<file path="src/rtl/fetch_queue.sv">
// fetch_queue: fetch PC register plus a small in-order queue between imem and decode.
// Ports: clk/rst, imem_addr/imem_instr, redirect_valid/redirect_pc, out_* to decode, halted, occupancy.
`timescale 1ns/1ps

module fetch_queue #(
  parameter logic [31:0] RESET_PC   = 32'h0000_0000,
  parameter int          QDEPTH     = 2,
  parameter logic [31:0] HALT_INSTR = 32'h0000_0063
) (
  input  logic        clk,
  input  logic        rst,
  output logic [31:0] imem_addr,
  input  logic [31:0] imem_instr,
  input  logic        redirect_valid,
  input  logic [31:0] redirect_pc,
  output logic        out_valid,
  input  logic        out_ready,
  output logic [31:0] out_pc,
  output logic [31:0] out_instr,
  output logic        halted,
  output logic [3:0]  occupancy
);

  localparam int PW = (QDEPTH > 1) ? $clog2(QDEPTH) : 1;
  localparam logic [3:0] DEPTH4 = 4'(QDEPTH);

  logic [31:0]   fetch_pc_q, fetch_pc_d;
  logic [PW-1:0] rd_ptr_q, rd_ptr_d;
  logic [PW-1:0] wr_ptr_q, wr_ptr_d;
  logic [3:0]    occ_q, occ_d;
  logic          halted_q, halted_d;

  logic [31:0]   pc_mem_q    [QDEPTH];
  logic [31:0]   pc_mem_d    [QDEPTH];
  logic [31:0]   instr_mem_q [QDEPTH];
  logic [31:0]   instr_mem_d [QDEPTH];

  logic full;
  logic empty;
  logic enq;
  logic deq;

  // Redirect targets are word aligned; the low bits are dropped.
  logic unused_redirect_lsbs;
  assign unused_redirect_lsbs = ^redirect_pc[1:0];

  assign full  = (occ_q == DEPTH4);
  assign empty = (occ_q == 4'd0);

  // Full blocks enqueue even when the head leaves this cycle,
  // so the entry count never depends on the decode handshake.
  assign enq = !full && !halted_q && !redirect_valid;
  assign deq = !empty && out_ready && !redirect_valid;

  always_comb begin
    fetch_pc_d  = fetch_pc_q;
    rd_ptr_d    = rd_ptr_q;
    wr_ptr_d    = wr_ptr_q;
    occ_d       = occ_q;
    halted_d    = halted_q;
    pc_mem_d    = pc_mem_q;
    instr_mem_d = instr_mem_q;

    if (redirect_valid) begin
      fetch_pc_d = {redirect_pc[31:2], 2'b00};
      rd_ptr_d   = '0;
      wr_ptr_d   = '0;
      occ_d      = 4'd0;
      halted_d   = 1'b0;
    end else begin
      if (enq) begin
        pc_mem_d[wr_ptr_q]    = fetch_pc_q;
        instr_mem_d[wr_ptr_q] = imem_instr;
        wr_ptr_d              = wr_ptr_q + PW'(1);
        fetch_pc_d            = fetch_pc_q + 32'd4;
        if (imem_instr == HALT_INSTR) begin
          halted_d = 1'b1;
        end
      end
      if (deq) begin
        rd_ptr_d = rd_ptr_q + PW'(1);
      end
      unique case ({enq, deq})
        2'b10:   occ_d = occ_q + 4'd1;
        2'b01:   occ_d = occ_q - 4'd1;
        default: occ_d = occ_q;
      endcase
    end
  end

  always_ff @(posedge clk or posedge rst) begin
    if (rst) begin
      fetch_pc_q <= RESET_PC;
      rd_ptr_q   <= '0;
      wr_ptr_q   <= '0;
      occ_q      <= 4'd0;
      halted_q   <= 1'b0;
      for (int i = 0; i < QDEPTH; i++) begin
        pc_mem_q[i]    <= 32'h0;
        instr_mem_q[i] <= 32'h0;
      end
    end else begin
      fetch_pc_q  <= fetch_pc_d;
      rd_ptr_q    <= rd_ptr_d;
      wr_ptr_q    <= wr_ptr_d;
      occ_q       <= occ_d;
      halted_q    <= halted_d;
      pc_mem_q    <= pc_mem_d;
      instr_mem_q <= instr_mem_d;
    end
  end

  assign imem_addr = fetch_pc_q;
  assign out_valid = !empty;
  assign occupancy = occ_q;
  assign halted    = halted_q;

  // Stale slots stay hidden: an empty queue presents zeros.
  assign out_pc    = empty ? 32'h0 : pc_mem_q[rd_ptr_q];
  assign out_instr = empty ? 32'h0 : instr_mem_q[rd_ptr_q];

endmodule

</file>
<file path="config.mk">
export PLATFORM = sky130hd
export DESIGN_NAME = fetch_queue
export DESIGN_NICKNAME = d
export VERILOG_FILES = /design/src/rtl/fetch_queue.sv
export SDC_FILE = /design/constraint.sdc
export NUM_CORES = 1
export LEC_CHECK = 0
export CORE_UTILIZATION = 30
export CTS_BUF_LIST = sky130_fd_sc_hd__clkbuf_8
export CTS_CLUSTER_DIAMETER = 50
export DETAILED_ROUTE_END_ITERATION = 7
export SLEW_MARGIN = 25
export SYNTH_ARGS = -nofsm -noshare
export SYNTH_HDL_FRONTEND = slang
export SYNTH_SLANG_ARGS = --single-unit
</file>
<file path="constraint.sdc">
create_clock -name clk -period 7.05 [get_ports clk]
set_input_delay 1.41 -clock clk [delete_from_list [all_inputs] [get_ports clk]]
set_output_delay 1.41 -clock clk [all_outputs]
set_load 0.05 [all_outputs]
</file>
Word level (Yosys, flattened, before mapping)

Cells that the tools add are included.

Register bits: 167
Input port bits: 68
Output and inout port bits: 102
Word-level logic and storage cells: 63

Add/sub/neg operators: 5
Magnitude comparators: 3
Equality and inequality tests: 4
Muxes and demuxes: 23
Bitwise gates (word level): 3
Reduce and logical (&&, ||, !) cells: 16

Operators by type and width:

| cell                    | count |
|---|---|
| $mux W32                | 11 |
| $bwmux W64              | 2 |
| $add A32 B3 Y32 const B | 1 |
| $demux W32 S1           | 1 |
| $eq A32 B7 Y1 const B   | 1 |
| $pmux W4 S2             | 1 |
| $mux W1                 | 7 |
| $reduce_bool A2 Y1      | 3 |
| $logic_and A1 B1 Y1     | 5 |
| $add A4 B1 Y4 const B   | 1 |
| $eq A4 B2 Y1 const B    | 1 |
| $ge A2 B2 Y1 const B    | 2 |
| $logic_not A1 Y1        | 4 |
| $logic_not A4 Y1        | 1 |
| $mux W4                 | 1 |
| $not A1 Y2              | 2 |
| $reduce_and A2 Y1       | 2 |
| $sub A4 B1 Y4 const B   | 1 |
| $reduce_bool A3 Y1      | 1 |
| $add A1 B1 Y1 const B   | 2 |
| $eq A2 B1 Y1 const B    | 1 |
| $eq A2 B2 Y1 const B    | 1 |
| $lt A2 B1 Y1 const B    | 1 |
| $not A1 Y1              | 1 |

Longest topological paths before layout

Depth after elaboration: 7
Depth in mapped cells: 8
Gate-level depth less buffers: 7

Least setup slack after synthesis

OpenSTA, ideal clock, no wires.

Path kind: reg2out
Start point: register occ_q[0], in the netlist occupancy[0]
End point: output port out_valid
Data arrival time: 2.135 ns
Data required time: 5.640 ns
Setup slack: 3.505 ns
Cell stages (with the launch flop): 5
Buffers on the path: 2
Cell sequence: dfrtp_1 -> buf_6 -> nor4_1 -> clkbuf_1 -> inv_1

Word-level cells in the longest chain between the ends: 2

Ends and longest elaborated chain:

| element                | RTL line | text |
|---|---|---|
| from (decl)            | 30       | `logic [3:0] occ_q, occ_d;` |
| from (signal assigned) | 96       | `occ_q <= 4'd0;` |
| from (signal assigned) | 106      | `occ_q <= occ_d;` |
| $logic_not A4 Y1       | 48       | `assign empty = (occ_q == 4'd0);` |
| $logic_not A1 Y1       | 114      | `assign out_valid = !empty;` |
| to (decl)              | 16       | `output logic out_valid,` |

No other way between the ends.

Final worst setup path

Start point: register rd_ptr_q
End point: output port out_pc[2]

Word-level cells in the longest chain between the ends: 5

Ends and longest elaborated chain:

| element                                     | RTL line | text |
|---|---|---|
| from (decl)                                 | 28       | `logic [PW-1:0] rd_ptr_q, rd_ptr_d;` |
| from (signal assigned)                      | 104      | `rd_ptr_q <= rd_ptr_d;` |
| $not A1 Y2 (implied by the code)            | 119      | `assign out_pc = empty ? 32'h0 : pc_mem_q[rd_ptr_q];` |
| $mux W32 (implied by the code) (3 in a row) | 119      |  |
| $mux W32                                    | 119      |  |
| to (decl)                                   | 18       | `output logic [31:0] out_pc,` |

No other way between the ends. The select of a mux whose other input is x is not followed.

==> impl_metrics.ini <==
[status]
status = completed

[critical_path]
cp.arrival_ns = 3.10
rr_worst_depth = 7
r2r-end = occupancy[3]
cp-end-kind = output port
start_kind = flip-flop
rrSetupSlack_ns = 4.24
required_ns = 5.64
r2r-start = occupancy[1]
crit_fanout = 33
cp-startpoint = rd_ptr_q
critPathKind = reg -> out
crit_end = out_pc[2]

[cells_and_area]
diodes = 0
areaGrowthSynthToFinish_pct = 29.9
final_core_util = 0.399
drive_above_1_share = 0.219
final_area_um2 = 10100
nNetsFinal = 875

[routing]
wl_per_cell_um = 17.1
antenna_left = 0
drc = 0
routed_wl_um = 19700
vias_per_cell = 4.78
drt_first_iter_violations = 246
drt_first_pass_iters = 5
num_vias = 5480

[yosys]
synth_warnings = 0
syn_area_um2 = 7780
synth_flop_cell = dfrtp_1
seq_area_frac_synth = 0.518
yosysUniqueCellTypes = 42
synthCells = 654
synth-edff-count = 0
syn_avg_cell_area_um2 = 11.9
synth_common_cells = dfrtp_1 (161), mux2_2 (128), nor2_1 (71)
synth.most_common_cell = dfrtp_1
synthTopCellsByArea = dfrtp_1 (52%), mux2_2 (19%), mux2i_1 (8.2%)
ys_ff_latch = 161
yosysTopAreaCell = dfrtp_1
synthArstFlopShare = 1.00
synth.top_cell.area_share = 0.518

[place]
portBuffers = 163
dp_hpwl_um = 12700
place_area_um2 = 9720
gp_congestion = 0.727

[clock_network]
cts_resized = 0
holdBufCountCts = 0
root_buffer = clkbuf_8
cts_tree = yes
clk_pin_slew_ns = 0.09
cts_buffers = 17
cts_buffer_depth = 2
cts_setup_buffers = 0
clkLatencyLatePin_ns = 0.45
cts_sinks = 161
cts-htree-levels = 4

[pwr]
power_frac_seq = 0.318
pwr-share-comb = 0.549
switching_share = 0.458
power.density_nw_per_um2 = 496
p_clk_frac = 0.134
p_switching_mw = 2.29
power_mw = 5.01
ir_worst_vdd_uv = 272
p_int_mw = 2.72
leakage_nw = 4.02

[worst_hold_path]
hold_path_class = reg -> reg

[floorplan]
die_h_um = 163
start_util = 0.307
core-area_um2 = 25300
rows = 58
die-width_um = 163
io_pins = 170
die_area_um2 = 26600

[timing]
fin_skew_ns = 0.0140
fin_crit_sh = 0.640
slew_headroom = 0.336
setup_viol_count_final = 0
max_freq_mhz = 222
worst_slew_pin_slew_ns = 0.997
period_minus_slack_ns = 4.51
setup_tns_ns = 0
hold_violations = 0
rsz0062_at_grt = false
drv_slew = 0

[global_routing]
grt_pass1_vias = 5530
grt_antenna_before_repair = 1
grt_max_degree = 68
overflow = 0
grt_usage = 0.154
grt_pass1_wl_um = 31400

[flow_run]
drv_cap = 0
cell families after synthesis:
| family | synth area share |
|---|---|
| AOI/OAI and AO/OA | 0.0372 |
| muxes | 0.268 |
| xor gates and xnor gates | 0.0304 |
| other | 0.000482 |
| buffers and inverters | 0.0294 |
| adders and majority gates | 0.00483 |
| and+or+nand+nor | 0.112 |
| DFF | 0.518 |
sequential cells by signal, indices dropped and copies added, names as in the netlist:
register / count
occupancy: 4
rd_ptr_q: 1
pc_mem_q: 60
halted: 1
wr_ptr_q: 1
imem_addr: 30
instr_mem_q: 64
cells in the final DEF (no fill, tap or decap), types with 5 or more instances in the layout:
cell,n
mux2i_1,64
xor2_1,14
and3_1,9
o211ai_1,6
o21ai_0,20
clkbuf_8,17
nor4_1,7
mux2_2,128
inv_6,5
inv_1,9
buf_4,9
clkdlybuf4s50_1,162
or4_1,8
nor2_1,71
xnor2_1,13
nand4_1,16
dfrtp_1,160
nand3_1,13
nand2_1,38
metal layers:
layer	global-route usage	wire length, um	vias up
met5	0	14	-
met4	0.0446	221	2
met3	0.0282	653	15
met2	0.240	9310	102
met1	0.216	9450	2750
li1	-	-	2611
stage by stage:
step / worst slack, ns / hold slack [ns] / cells
after floorplan: 1.29 / 0.480 / 657
after global placement: 2.95 / 0.488 / 1115
after detailed placement: 2.96 / 0.494 / 1115
after CTS: 2.43 / 0.515 / 1146
after global routing: 2.32 / 0.531 / 1146
final: 2.54 / 0.509 / 1146
how the worst min path moves through the flow:
stage / start / to / cells after the start
floorplan: pc_mem_q[43] / pc_mem_q[43] / 1
CTS: pc_mem_q[29] / pc_mem_q[29] / 1
global placement: pc_mem_q[50] / pc_mem_q[50] / 1
detailed placement: pc_mem_q[50] / pc_mem_q[50] / 1
global route: pc_mem_q[59] / pc_mem_q[59] / 1
finish: instr_mem_q[55] / instr_mem_q[55] / 1
worst max-delay path, cell delays in order, from the launching register on:
cell and delay (ns):
dfrtp_4 0.83, buf_4 0.64, mux2i_1 0.16, nor2_1 0.17, clkdlybuf4s50_1 0.83
power by group through the flow:
stage	registers, mW	logic, mW	clock network (mW)
after floorplan	1.59	1.94	0
after global routing	1.65	2.92	0.746
after CTS	1.59	2.79	0.707
final	1.59	2.75	0.670
after detailed placement	1.61	2.79	0
after global placement	1.60	2.77	0
cell type report:
type / instances / area [um2]
clock buffer: 17 / 234
clock inverter: 14 / 140
fill: 2468 / 15200
inverter: 8 / 35.0
multi-input combinational: 444 / 3550
sequential: 161 / 4030
tap: 330 / 413
timing repair buffer: 172 / 1690
No activity file was read; power rests on OpenSTA's default activity.
